`config.mk`:
```
export PLATFORM = sky130hd
export DESIGN_NAME = sample_tx_encoder_flat
export DESIGN_NICKNAME = d
export VERILOG_FILES = /design/src/rtl/sample_tx_encoder_if.sv /design/src/rtl/sample_tx_encoder.sv /design/src/flat_wrapper.sv
export SDC_FILE = /design/constraint.sdc
export NUM_CORES = 1
export LEC_CHECK = 0
export ABC_CLOCK_PERIOD_IN_PS = 4900
export BUFFER_PORTS_ARGS = -buffer_cell sky130_fd_sc_hd__buf_2
export CORE_ASPECT_RATIO = 0.9
export CORE_UTILIZATION = 55
export CTS_BUF_LIST = sky130_fd_sc_hd__clkbuf_8
export CTS_CLUSTER_DIAMETER = 150
export CTS_CLUSTER_SIZE = 12
export DETAILED_ROUTE_END_ITERATION = 6
export GPL_ROUTABILITY_DRIVEN = 0
export PLACE_DENSITY = 0.87
export SYNTH_ARGS = -nofsm -noshare
export SYNTH_HDL_FRONTEND = slang
export SYNTH_SLANG_ARGS = --single-unit
```
`constraint.sdc`:
```
create_clock -name clock -period 4.9 [get_ports clock]
set_clock_uncertainty 0.1 [all_clocks]
set_input_delay 0.245 -clock clock [delete_from_list [all_inputs] [get_ports clock]]
set_output_delay 0.245 -clock clock [all_outputs]
set_load 0.1 [all_outputs]
```
`src/rtl/sample_tx_encoder_if.sv`:
```
// sample_tx_encoder_if: word handshake from the sample buffer plus byte handshake to the UART transmitter.
interface sample_tx_encoder_if #(
    parameter int WORD_BYTES = 4
);
    logic                    word_valid;
    logic [8*WORD_BYTES-1:0] word_data;
    logic [WORD_BYTES-1:0]   group_mask;
    logic                    word_ready;
    logic                    tx_busy;
    logic [7:0]              tx_data;
    logic                    tx_start;
    logic                    word_done;
    logic                    retry_err;

    modport master (
        output word_valid, word_data, group_mask, tx_busy,
        input  word_ready, tx_data, tx_start, word_done, retry_err
    );

    modport slave (
        input  word_valid, word_data, group_mask, tx_busy,
        output word_ready, tx_data, tx_start, word_done, retry_err
    );
endinterface

```
`src/rtl/sample_tx_encoder.sv`:
```
// sample_tx_encoder: serialises masked 32-bit capture words LSB byte first into UART transmit handshakes.
module sample_tx_encoder #(
    parameter int WORD_BYTES   = 4,
    parameter int BUSY_TIMEOUT = 15
) (
    input logic                clock,
    input logic                reset_n,
    sample_tx_encoder_if.slave bus
);
    localparam int IW = $clog2(WORD_BYTES + 1);
    localparam int CW = $clog2(BUSY_TIMEOUT + 1);

    typedef enum logic [2:0] {IDLE, SELECT, ISSUE, WAIT_HI, WAIT_LO, FINISH} state_t;

    state_t                  state;
    logic [8*WORD_BYTES-1:0] data_q;
    logic [WORD_BYTES-1:0]   mask_q;
    logic [IW-1:0]           idx;
    logic [IW-1:0]           lane;
    logic [CW-1:0]           cnt;
    logic                    found;
    logic [7:0]              lane_byte;

    // Lowest enabled lane at or above the current index.
    always_comb begin
        found = 1'b0;
        lane  = '0;
        for (int i = WORD_BYTES - 1; i >= 0; i--)
            if (mask_q[i] && IW'(i) >= idx) begin
                found = 1'b1;
                lane  = IW'(i);
            end
    end

    assign lane_byte = 8'(data_q >> (8 * idx));

    always_ff @(posedge clock) begin
        if (!reset_n) begin
            state         <= IDLE;
            data_q        <= '0;
            mask_q        <= '0;
            idx           <= '0;
            cnt           <= '0;
            bus.word_ready <= 1'b1;
            bus.tx_data   <= 8'h00;
            bus.tx_start  <= 1'b0;
            bus.word_done <= 1'b0;
            bus.retry_err <= 1'b0;
        end else begin
            bus.tx_start  <= 1'b0;
            bus.word_done <= 1'b0;
            case (state)
                IDLE:
                    if (bus.word_valid) begin
                        data_q         <= bus.word_data;
                        mask_q         <= bus.group_mask;
                        idx            <= '0;
                        bus.word_ready <= 1'b0;
                        state          <= SELECT;
                    end
                SELECT: begin
                    idx   <= found ? lane : idx;
                    state <= found ? ISSUE : FINISH;
                end
                ISSUE:
                    if (!bus.tx_busy) begin
                        bus.tx_data  <= lane_byte;
                        bus.tx_start <= 1'b1;
                        cnt          <= '0;
                        state        <= WAIT_HI;
                    end
                WAIT_HI:
                    if (bus.tx_busy)
                        state <= WAIT_LO;
                    else if (cnt == CW'(BUSY_TIMEOUT - 1)) begin
                        bus.retry_err <= 1'b1;
                        state         <= ISSUE;
                    end else
                        cnt <= cnt + 1'b1;
                WAIT_LO:
                    if (!bus.tx_busy) begin
                        idx   <= idx + 1'b1;
                        state <= SELECT;
                    end
                FINISH: begin
                    bus.word_done  <= 1'b1;
                    bus.word_ready <= 1'b1;
                    state          <= IDLE;
                end
                default: state <= IDLE;
            endcase
        end
    end
endmodule

```
`src/flat_wrapper.sv`:
```
// flat-port wrapper written by rule: the top's interface ports become plain ports
module sample_tx_encoder_flat 
#(
    parameter int WORD_BYTES   = 4,
    parameter int BUSY_TIMEOUT = 15
)
  (clock, reset_n, bus_word_valid, bus_word_data, bus_group_mask, bus_tx_busy, bus_word_ready, bus_tx_data, bus_tx_start, bus_word_done, bus_retry_err);
  sample_tx_encoder_if #(.WORD_BYTES(WORD_BYTES)) bus_i ();
  input logic clock;
  input logic reset_n;
  input wire logic [$bits(bus_i.word_valid)-1:0] bus_word_valid;
  input wire logic [$bits(bus_i.word_data)-1:0] bus_word_data;
  input wire logic [$bits(bus_i.group_mask)-1:0] bus_group_mask;
  input wire logic [$bits(bus_i.tx_busy)-1:0] bus_tx_busy;
  output wire logic [$bits(bus_i.word_ready)-1:0] bus_word_ready;
  output wire logic [$bits(bus_i.tx_data)-1:0] bus_tx_data;
  output wire logic [$bits(bus_i.tx_start)-1:0] bus_tx_start;
  output wire logic [$bits(bus_i.word_done)-1:0] bus_word_done;
  output wire logic [$bits(bus_i.retry_err)-1:0] bus_retry_err;
  assign bus_i.word_valid = bus_word_valid;
  assign bus_i.word_data = bus_word_data;
  assign bus_i.group_mask = bus_group_mask;
  assign bus_i.tx_busy = bus_tx_busy;
  assign bus_word_ready = bus_i.word_ready;
  assign bus_tx_data = bus_i.tx_data;
  assign bus_tx_start = bus_i.tx_start;
  assign bus_word_done = bus_i.word_done;
  assign bus_retry_err = bus_i.retry_err;
  sample_tx_encoder #(.WORD_BYTES(WORD_BYTES), .BUSY_TIMEOUT(BUSY_TIMEOUT)) u_core (.clock(clock), .reset_n(reset_n), .bus(bus_i));
endmodule
```
======== Word-level counts from Yosys, hierarchy flattened ========
Cells that the tools add are included.
Widths: inputs -> output; s select.
storage, ports and cells
  register bits ........................... 58
  input bits .............................. 40
  output and inout bits ................... 12
  word-level logic and storage cells ...... 74
cells by class
  add/subtract/negate cells ............... 2
  magnitude comparators ................... 4
  equality and inequality tests ........... 13
  shifts and indexed selects .............. 1
  muxes and demuxes ....................... 27
  bitwise operators ....................... 1
  reductions and logical operators ........ 16
operators with widths
  cell                 number
  $shr 32x6->8         1
  $mux 3               9
  $pmux 3 s5           1
  $mux 4               3
  $reduce_and 4->1     3
  $ne 2x2->1 const B   5
  $pmux 3 s3           1
  $mux 2               4
  $pmux 4 s2           1
  $reduce_and 2->1     4
  $mux 1               7
  $eq 3x2->1 const B   2
  $eq 3x3->1 const B   2
  $ge 1x3->1 const A   2
  $ge 2x3->1 const A   2
  $add 4x1->4 const B  1
  $eq 4x4->1 const B   1
  $logic_and 1x1->1    4
  $reduce_bool 2->1    2
  $add 3x1->3 const B  1
  $eq 3x1->1 const B   1
  $logic_not 3->1      1
  $ne 3x2->1 const B   1
  $reduce_and 3->1     1
  4 further kinds      4

======== Depth between registers and ports, before layout ========
  depth in word-level cells ............... 8
  depth in mapped cells ................... 8
  gate-level depth less buffers ........... 7

======== Worst setup path after synthesis ========
Ideal clock, no wire load.
  kind .................................... register -> register
  start point ............................. register u_core.idx[0]
  end point ............................... register u_core.state[0]
  setup time .............................. 60 ps
  arrival time ............................ 1894 ps
  required time ........................... 4740 ps
  slack ................................... 2846 ps
  cell stages (with the launch flop) ...... 9
  path buffers ............................ 1
  clock period less this slack ............ 2054 ps
  cells stage by stage .................... dfxtp_1 buf_2 inv_1 ha_1 nand3b_1 a21oi_1 a31oi_1 o311ai_1 and3_1
between the ends
  longest elaborated chain between the ends .. 8
  elaborated cells between the ends (all ways) .. 14
  those cells by class .................... order compare: 4; mux: 6; reduce/logical: 4
RTL lines
  element                 RTL line                 RTL
  from (decl)             sample_tx_encoder.sv:18  logic [IW-1:0] idx;
  from (signal assigned)  sample_tx_encoder.sv:62  idx <= found ? lane : idx;
  from (signal assigned)  sample_tx_encoder.sv:82  idx <= idx + 1'b1;
  $ge 2x3->1              sample_tx_encoder.sv:29  if (mask_q[i] && IW'(i) >= idx) begin
  $logic_and 1x1->1       sample_tx_encoder.sv:29
  $mux 1 (3 in a row)     sample_tx_encoder.sv:29
  $mux 1 *                sample_tx_encoder.sv:29
  $mux 3 *                sample_tx_encoder.sv:63  state <= found ? ISSUE : FINISH;
  $pmux 3 s5 *            sample_tx_encoder.sv:52  case (state)
  to (signal assigned)    sample_tx_encoder.sv:63
  to (decl)               sample_tx_encoder.sv:15  state_t state;
Mark *: on every way between the ends. The rest lies on a longest branch, timed or not.
A chain may end at the register's enable or synchronous reset.

======== Final worst setup path ========
Same ends and word-level chain as after synthesis.

==> metrics.log <==
[metrics] post-route total power: 1.455 mW
[metrics] vias after detailed routing: 2220
[metrics] IR drop worst, VDD: 224.7 uV
[metrics] count of instances resized after the clock tree is built: 0
[metrics] fin area: 0.003126 mm^2
[metrics] pin count of the biggest net entering global routing: 51
[metrics] number of distinct library cells after synthesis: 51
[metrics] pwr dens: 465.4 mW/mm^2
[metrics] post-synthesis sequential element count: 58
[metrics] worst hold slack: 0.03253 ns
[metrics] max_slew headroom: 0.1836
[metrics] Rows: 23
[metrics] GR Overflow Total: 0
[metrics] ANT cells: 0
[metrics] post-synthesis cell count: 299
[metrics] clock root cell: clkbuf_8
[metrics] final critical-path setup slack: 2.377 ns
[metrics] first-pass iteration count of the detailed router: 4
[metrics] DRC violation count after routing: 0
[metrics] total number of yosys warnings: 0
[metrics] y dimension of the die: 68.60 um
[metrics] Synth Area per Inst: 9.064 um^2
[metrics] outcome: finished, final reports clean
[metrics] Area growth, synth to finish: 15.33%
[metrics] Worst-Skew Late Latency: 0.34 ns
[metrics] maximum fanout along the worst path: 13
[metrics] Worst Reg2Reg Path Length in Cells: 7
[metrics] Die X: 75.99 um
[metrics] sequential area share after synthesis: 0.4284
[metrics] placeable core area: 0.004604 mm^2
[metrics] Final Critical Period: 2.523 ns
[metrics] buffers inserted by post-CTS timing repair: 0
[metrics] unrepaired setup endpoints after global routing: no
[metrics] crit share post-route: 0.5149
[metrics] post-DP HPWL: 3.820 mm
[metrics] Initial DRC Count: 133
[metrics] Worst Hold Depth: 3
[metrics] area of the die: 0.005213 mm^2
[metrics] netlist area before placement: 0.002710 mm^2
[metrics] per-cell routed wire length: 13.54 um
[metrics] CTS hold repair buffers: 0
[metrics] data required time of the worst path: 5.08 ns
[metrics] number of nets in the synthesized netlist: 344
[metrics] wire length of the first global-routing pass: 9.225 mm
[metrics] fraction of final layout cells sized beyond drive strength 1: 0.2493
[metrics] maximum achievable frequency: 396.4 MHz
[metrics] nets: 389
[metrics] effective utilization at floorplan: 0.5886
[metrics] number of port buffers: 51
[metrics] H-tree levels: 3
[metrics] GRT Util Overall: 0.2382
[metrics] Setup Total Neg Slack: 0 ns
[metrics] nature of the critical path startpoint: register
[metrics] number of top-level pins: 52
[metrics] total length of routed wires: 5.566 mm
[metrics] number of routed nets with antenna violations: 0
[metrics] static leakage: 1.279 nW
[metrics] Worst Max-Slew Pin Slew: 1.225 ns
[metrics] Post-DP Area: 0.002907 mm^2
[metrics] Final Setup Violations: 0
[metrics] Num CTS Buffers: 9
[metrics] category of the critical setup timing path: register to register
[metrics] total count of max-transition violations in the final report: 0
[metrics] worst slack, placed: 2.404 ns
[metrics] vias per inst: 5.401
[metrics] max-capacitance violation count: 0
[metrics] antenna violations before repair: 0
[metrics] TritonCTS clock tree: done
[metrics] via count of the first global-routing pass: 2033
[metrics] WP data arrival: 2.70 ns
[metrics] Setup crit end kind: register
[metrics] final-report hold violation count: 0
[metrics] Hold/Removal Path Class: input port to register
[metrics] # clock sinks: 58
[metrics] clock transition time at the flip-flop clock pins of the worst setup and hold paths: 0.07 ns
[metrics] number of buffers between clock root and the deepest sink: 2
==> worst max-delay path: stages, from the launching register on <==
cell and delay [ns]:
dfxtp_1 0.76, inv_1 0.19, ha_1 0.23, nand3b_1 0.17, a21oi_1 0.37, a31oi_1 0.21, o311ai_1 0.25, and3_1 0.19
==> where the power goes <==
group / leakage [nW] / switching (mW) / internal, mW
logic: 0.692 / 0.211 / 0.148
clock network: 0.113 / 0.186 / 0.296
registers: 0.474 / 0.0803 / 0.533
total: 1.28 / 0.478 / 0.977
==> cells by family after synthesis <==
kind of cell | Yosys count | synth area share
XOR/XNOR | 2 | 0.006465
AO/OA/AOI/OAI | 73 | 0.1962
buffers and inverters | 30 | 0.07017
flip-flops | 58 | 0.4284
adder cells (fa/ha/maj) | 5 | 0.02308
AND/OR/NAND/NOR | 123 | 0.2091
multiplexers | 8 | 0.06648
==> flip-flops by register name, summed over array words and instances, names as in the netlist <==
name	cells
u_core.bus.tx_start	1
u_core.bus.word_done	1
u_core.bus.retry_err	1
u_core.mask_q	4
u_core.bus.tx_data	8
u_core.bus.word_ready	1
u_core.state	3
u_core.cnt	4
u_core.data_q	32
u_core.idx	3
==> cells in the mapped netlist, drive strengths merged <==
master	count	area share
or2	2	0.0046
or4	1	0.0042
and2b	2	0.0065
o21a	4	0.011
o31ai	2	0.0074
xor2	2	0.0065
buf	9	0.023
nor2	9	0.012
a31oi	4	0.015
a32oi	1	0.0032
mux4	8	0.066
nand3	1	0.0018
and2	2	0.0046
a21o	1	0.0028
nand2	87	0.12
ha	5	0.023
dfxtp	58	0.43
a21boi	39	0.11
bufbuf	1	0.0069
a22oi	1	0.0028
or4b	1	0.0037
nand4	1	0.0023
and3	4	0.0092
nor3b	2	0.0074
nor3	1	0.0018
clkbuf	7	0.021
nand2b	4	0.0092
and3b	1	0.0032
nand4b	1	0.0032
nor2b	2	0.0046
o21ai	13	0.028
o22ai	1	0.0023
nand3b	1	0.0028
inv	13	0.020
o311ai	1	0.0032
a21oi	6	0.012
or3b	1	0.0042
==> final cells by class <==
| class | instances | area [um^2] |
|---|---|---|
| inverters | 13 | 53.80 |
| clock buffers | 10 | 137.6 |
| clock inverters | 6 | 81.33 |
| fillers | 382 | 1479 |
| multi-input cells | 211 | 1359 |
| flip-flops and latches | 58 | 1161 |
| repair buffers | 51 | 255.2 |
| well taps | 62 | 77.57 |
==> per-layer routing <==
layer | share of wire | vias up | global-route usage
li1 | - | 1100 | -
met2 | 0.45 | 72 | 0.3909
met3 | 0.054 | 19 | 0.07368
met5 | 0 | - | 0
met4 | 0.029 | 0 | 0.1370
met1 | 0.47 | 1029 | 0.2848
==> worst paths after layout <==
path                         start  slack (ns)                    end
max                  u_core.idx[0]        2.38        u_core.state[0]
min              bus_word_data[10]        0.03      u_core.data_q[10]
max reg2reg          u_core.idx[0]        2.38        u_core.state[0]
min reg2reg  u_core.bus.tx_data[0]        0.34  u_core.bus.tx_data[0]
==> metrics by stage <==
| stage | cells | utilization |
|---|---|---|
| after floorplan | 299 | - |
| after global placement | 395 | 0.6313 |
| after CTS | 411 | 0.6788 |
| after global routing | 411 | 0.6788 |
| final | 411 | 0.6788 |
| after detailed placement | 395 | 0.6313 |
==> layout by cell type (no fill, tap or decap), drive strengths merged, types with 2 or more instances in the layout <==
cell type and count:
or2 2, dfxtp 58, a21boi 39, xor2 2
buf 51, mux4 8, a21oi 6, nor2b 2
nor3b 2, and2 2, nand2b 4, a31oi 4
and3 4, clkbuf 10, and2b 2, inv 14
nor2 9, o21ai 13, o31ai 2, bufinv 2
o21a 4, clkinv 2, ha 5, nand2 87
Note: power is estimated with default switching activity, not from simulation.
